--- config.mk ---
export PLATFORM = sky130hd
export DESIGN_NAME = prog_loader
export DESIGN_NICKNAME = d
export VERILOG_FILES = /design/src/rtl/prog_loader_pkg.sv /design/src/rtl/prog_loader_strobe_sync.sv /design/src/rtl/prog_loader.sv
export SDC_FILE = /design/constraint.sdc
export NUM_CORES = 1
export LEC_CHECK = 0
export ABC_AREA = 1
export BUFFER_PORTS_ARGS = -buffer_cell sky130_fd_sc_hd__buf_4
export CORE_UTILIZATION = 47
export DETAILED_ROUTE_END_ITERATION = 8
export PLACE_DENSITY = 0.8
export SKIP_CTS_REPAIR_TIMING = 1
export SYNTH_ARGS = -nofsm -noshare
export SYNTH_HDL_FRONTEND = slang
export SYNTH_HIERARCHICAL = 1
export SYNTH_SLANG_ARGS = --single-unit
export TNS_END_PERCENT = 10
--- constraint.sdc ---
create_clock -name clk -period 1.44 [get_ports clk]
set_input_delay 0 -clock clk [delete_from_list [all_inputs] [get_ports clk]]
set_output_delay 0 -clock clk [all_outputs]
set_load 0.01 [all_outputs]
--- src/rtl/prog_loader_pkg.sv ---
`default_nettype none
// ============================================================================
//  Module      : prog_loader_pkg
//  Description : Shared types and constants for the byte-stream program loader.
//  Revision    : 1.0  initial release
// ============================================================================
package prog_loader_pkg;

    localparam logic [7:0] c_start_byte = 8'hA5;
    localparam int         c_csum_w     = 8;

    typedef enum logic [2:0] {
        ST_IDLE = 3'd0,
        ST_LEN  = 3'd1,
        ST_DATA = 3'd2,
        ST_CSUM = 3'd3,
        ST_DONE = 3'd4,
        ST_ERR  = 3'd5
    } state_t;

endpackage
`default_nettype wire

--- src/rtl/prog_loader_strobe_sync.sv ---
`default_nettype none
// ============================================================================
//  Module      : strobe_sync
//  Description : Two-flop synchronizer plus registered rising-edge detector.
//  Revision    : 1.0  initial release
// ============================================================================
module strobe_sync (
    input  logic clk,
    input  logic rst,
    input  logic i_async,
    output logic o_rise
);

    logic r_meta;
    logic r_sync;
    logic r_prev;

    // o_rise is asserted three clocks after the pin rises, for one cycle.
    always_ff @(posedge clk) begin
        if (rst) begin
            r_meta <= 1'b0;
            r_sync <= 1'b0;
            r_prev <= 1'b0;
            o_rise <= 1'b0;
        end else begin
            r_meta <= i_async;
            r_sync <= r_meta;
            r_prev <= r_sync;
            o_rise <= r_sync & ~r_prev;
        end
    end

endmodule
`default_nettype wire

--- src/rtl/prog_loader.sv ---
`default_nettype none
// ============================================================================
//  Module      : prog_loader
//  Description : Parses start/length/payload/checksum frames from pin bytes
//                and writes the payload into CPU program memory.
//  Revision    : 1.0  initial release
// ============================================================================
module prog_loader
    import prog_loader_pkg::*;
#(
    parameter int         ADDR_W     = 4,
    parameter logic [7:0] START_BYTE = c_start_byte
) (
    input  logic              clk,
    input  logic              rst,
    input  logic [7:0]        ld_data,
    input  logic              ld_strobe,
    output logic              mem_we,
    output logic [ADDR_W-1:0] mem_addr,
    output logic [7:0]        mem_wdata,
    output logic              cpu_halt,
    output logic              done,
    output logic              err,
    output logic              loaded
);

    localparam logic [8:0] c_cap = 9'd1 << ADDR_W;

    logic                r_ev;
    state_t              r_state;
    logic [ADDR_W-1:0]   r_addr;
    logic [7:0]          r_cnt;
    logic [c_csum_w-1:0] r_sum;

    strobe_sync u_strobe_sync (
        .clk     (clk),
        .rst     (rst),
        .i_async (ld_strobe),
        .o_rise  (r_ev)
    );

    always_ff @(posedge clk) begin
        if (rst) begin
            r_state   <= ST_IDLE;
            r_addr    <= '0;
            r_cnt     <= '0;
            r_sum     <= '0;
            mem_we    <= 1'b0;
            mem_addr  <= '0;
            mem_wdata <= '0;
            cpu_halt  <= 1'b0;
            done      <= 1'b0;
            err       <= 1'b0;
            loaded    <= 1'b0;
        end else begin
            mem_we <= 1'b0;
            done   <= 1'b0;
            case (r_state)
                ST_IDLE: begin
                    if (r_ev && ld_data == START_BYTE) begin
                        r_state  <= ST_LEN;
                        cpu_halt <= 1'b1;
                        r_addr   <= '0;
                        r_sum    <= '0;
                    end
                end
                ST_LEN: begin
                    if (r_ev) begin
                        if ({1'b0, ld_data} > c_cap) begin
                            r_state <= ST_ERR;
                            err     <= 1'b1;
                        end else if (ld_data == 8'd0) begin
                            r_state <= ST_CSUM;
                        end else begin
                            r_state <= ST_DATA;
                            r_cnt   <= ld_data;
                            r_addr  <= '0;
                            r_sum   <= '0;
                        end
                    end
                end
                ST_DATA: begin
                    if (r_ev) begin
                        mem_we    <= 1'b1;
                        mem_addr  <= r_addr;
                        mem_wdata <= ld_data;
                        r_sum     <= r_sum + ld_data;
                        r_addr    <= r_addr + 1'b1;
                        r_cnt     <= r_cnt - 8'd1;
                        if (r_cnt == 8'd1) begin
                            r_state <= ST_CSUM;
                        end
                    end
                end
                ST_CSUM: begin
                    if (r_ev) begin
                        if (ld_data == r_sum) begin
                            r_state  <= ST_DONE;
                            done     <= 1'b1;
                            loaded   <= 1'b1;
                            cpu_halt <= 1'b0;
                        end else begin
                            r_state <= ST_ERR;
                            err     <= 1'b1;
                        end
                    end
                end
                ST_DONE: begin
                    r_state <= ST_IDLE;
                end
                ST_ERR: begin
                    // cpu_halt stays high so a corrupt image can never run
                    if (r_ev && ld_data == START_BYTE) begin
                        r_state <= ST_LEN;
                        err     <= 1'b0;
                        r_addr  <= '0;
                        r_sum   <= '0;
                    end
                end
                default: begin
                    r_state <= ST_IDLE;
                end
            endcase
        end
    end

endmodule
`default_nettype wire

==> out/metrics.cfg <==
[run_status]
status=finished with violations
violations=setup timing

[global_routing]
overflow=0
grtUsageMet3_pct=4.37
grt_use_total_pct=24.0
grt_pass1_wl_microns=10300
grt_pass1_vias=2370
grt_max_degree=25
met1_usage_pct=30.0
grt_antenna_before_repair=0
met2_usage_pct=40.8
top_usage_layer=met2

[clock_network]
cts.sinks=44
cts.path.max_buffers=2
insertion_delay_ns=0.30
clk_pin_slew_ns=0.08
cts_tree=yes
h-tree-depth=2
ctsRootBufferMaster=clkbuf_8
numCtsBuffers=5

[worst_setup_path]
worstReg2RegStart=r_sum[0]$_SDFFE_PP0P_
cp.arrival_ns=1.74
reg2regPathDepth=7
critical_path.max_fanout=4
rrSetupSlack_ns=-0.09
endpoint=r_sum[2]$_SDFFE_PP0P_
worstSetupPathType=reg -> reg
rr_endpoint=r_sum[2]$_SDFFE_PP0P_
cp-start-kind=register
endpoint_kind=register
critical_path_required_ns=1.65
startpoint=r_sum[0]$_SDFFE_PP0P_

[pwr]
peakVddDrop_v=0.000530
pwr-share-comb_pct=40.2
switchingPower_mw=1.28
leakage_nw=1.51
switching_share_pct=35.2
power_frac_clock_pct=20.9
seq_power_share_pct=38.9
powerDensity_nw_per_um2=1070
power.internal_mw=2.35

[final_layout]
area_delta_synth_final_pct=33.5
finish.utilization_pct=65.8
n_antenna_cell=0
regArea_sq_um=892
nets=473
multiInputGateArea_sq_um=1580
layout-drive-gt1-share_pct=29.9
nFillCells=457

[yosys]
synth_top_cell_area_share_pct=34.7
syn_nets=410
ys_warn_count=6
ys_types=32
syn_area_per_cell_sq_um=6.53
synth_area_sq_um=2530
ys_seq_area_share_pct=34.7
yosys-top-cells-area=dfxtp_1, nand2_1, nand3_1
ys_ff_latch=44
synth_top_area_cell=dfxtp_1
syn-instance-count=388

[timing]
period_needed_ns=1.53
finalCritPeriodShare_pct=107
rsz0062_at_grt=true
setup_viol=13
max_slew_margin_pct=79.4
hold_slack_ns=0.0138
hold_violations=0
worst_pin_slew_ns=0.307
max_freq_ghz=0.652
slew_violations=0
finClkSkew_ns=0.00482
worst_slack_ns=-0.0942

[route]
firstDrtPassIters=5
final_antenna_net_count=0
drc=0
vias_per_cell=5.15
drt_iter0_drc=129
dr_total_vias=2684
routed_wl_microns=6800
post_drt_wl_per_cell_microns=13.1

[placement]
dpl.hpwl_microns=4640
gp_congestion=0.895
io_buffer_count=27

[floorplan]
core_sq_um=5140
die_h_microns=75.4
rows=26
start_util_pct=49.3
ios=28
dieArea_sq_um=5690
die_w_microns=75.4

[min_path]
hold_start=ld_data[7]
hold_path_class=in -> reg

[run]
drv_cap=0

==> power groups by stage <==
stage / registers [mW] / logic (mW) / clock network, mW
2_1_floorplan: 1.40 / 0.769 / 0
3_5_place_dp: 1.41 / 1.14 / 0
6_report: 1.41 / 1.46 / 0.759
4_1_cts: 1.38 / 1.14 / 0.777
5_1_grt: 1.42 / 1.61 / 0.834
3_3_place_gp: 1.41 / 1.11 / 0
==> area by class of cell <==
| type | count | area share (%) |
|---|---|---|
| multi-input cells | 284 | 46.5 |
| repair buffers | 70 | 16.9 |
| well taps | 70 | 2.59 |
| clock inverters | 2 | 0.370 |
| flip-flops and latches | 44 | 26.4 |
| inverters | 46 | 5.18 |
| clock buffers | 5 | 2.03 |
==> cells by family (layout without fill, tap and decap cells) <==
logic type,count (synthesis),count (layout),share of synthesized area [%]
xor gates and xnor gates,3,3,1.04
and+or+nand+nor,210,210,36.5
adders and majority gates,11,11,5.73
AOI/OAI and AO/OA,60,60,12.3
buffers and inverters,60,123,9.67
DFF,44,44,34.7
==> metal layers <==
| metal | vias up | wire, microns |
|---|---|---|
| li1 | 1366 | - |
| met1 | 1231 | 3010 |
| met2 | 73 | 3280 |
| met3 | 14 | 365 |
| met4 | 0 | 143 |
| met5 | - | 0 |
==> synthesized netlist by cell type <==
| library cell | count |
|---|---|
| nand2_1 | 94 |
| nor2_1 | 48 |
| dfxtp_1 | 44 |
| inv_1 | 39 |
| nand3_1 | 39 |
| a21oi_1 | 34 |
| o21ai_0 | 17 |
| ha_1 | 10 |
| clkbuf_1 | 7 |
| inv_2 | 7 |
| nand4_1 | 7 |
| nand2_2 | 6 |
| nor2_2 | 5 |
| buf_2 | 4 |
| o21ai_1 | 4 |
| nor3_1 | 3 |
| buf_4 | 2 |
| nor2_4 | 2 |
| or2_2 | 2 |
| xnor2_1 | 2 |
| a21oi_2 | 1 |
| a22oi_1 | 1 |
| a31o_2 | 1 |
| a31oi_1 | 1 |
| buf_6 | 1 |
| fa_1 | 1 |
| nand2_4 | 1 |
| nor3_2 | 1 |
| o22ai_1 | 1 |
| or2_0 | 1 |
| or2_1 | 1 |
| xor2_1 | 1 |
==> sequential cells by signal, summed over array words and instances, names as in the netlist <==
register              count
u_strobe_sync/r_meta      1
mem_wdata                 8
r_state                   3
mem_addr                  4
mem_we                    1
r_cnt                     8
r_sum                     8
err                       1
loaded                    1
u_strobe_sync/o_rise      1
u_strobe_sync/r_sync      1
u_strobe_sync/r_prev      1
done                      1
r_addr                    4
cpu_halt                  1
==> placed cells by master, fill, tap and decap left out, types with 2 or more instances in the layout <==
cell,count
nand3_2,2
or2_1,2
nand2_2,10
nor2_2,6
nor2_1,46
clkbuf_8,5
dfxtp_2,6
nand2_4,2
nand2_1,89
ha_4,7
buf_4,63
o21ai_1,4
nor3_1,2
nand4_1,7
buf_6,4
inv_2,9
or2_2,2
ha_1,2
dfxtp_1,37
xnor2_1,2
a21oi_1,33
o21ai_2,2
nor2_4,3
inv_1,36
a21oi_2,2
nand3_1,37
o21ai_0,15
==> worst min-delay path by stage <==
stage,end,slack (ns),cells after the start
after floorplan,u_strobe_sync/r_meta$_SDFF_PP0_,0.07,1
after global placement,u_strobe_sync/r_meta$_SDFF_PP0_,0.20,3
after detailed placement,u_strobe_sync/r_meta$_SDFF_PP0_,0.22,3
after CTS,u_strobe_sync/r_meta$_SDFF_PP0_,-0.1,3
after global routing,mem_wdata[7]$_SDFFE_PP0P_,0.009,3
final,mem_wdata[7]$_SDFFE_PP0P_,0.01,3
==> stage by stage <==
step	cell area (sq um)	std cells	setup slack, ns	total power [mW]	TNS, ns
floorplan	2540	388	-0.00420	2.17	-0.00504
global placement	3050	508	-0.0415	2.51	-0.0660
detailed placement	3050	508	-0.0687	2.55	-0.466
CTS	3130	515	-0.0941	3.30	-0.838
global route	3380	521	-0.206	3.86	-4.37
finish	3380	521	-0.0942	3.63	-0.607
==> critical path, stage by stage, from the launching register on <==
cell and delay [ns]:
dfxtp_2 0.34, ha_4 0.17, fa_2 0.43, or2_2 0.30, nand3_1 0.08, nand2_1 0.05, nand2_1 0.05, nor2_1 0.04
No activity file was read; power rests on OpenSTA's default activity.
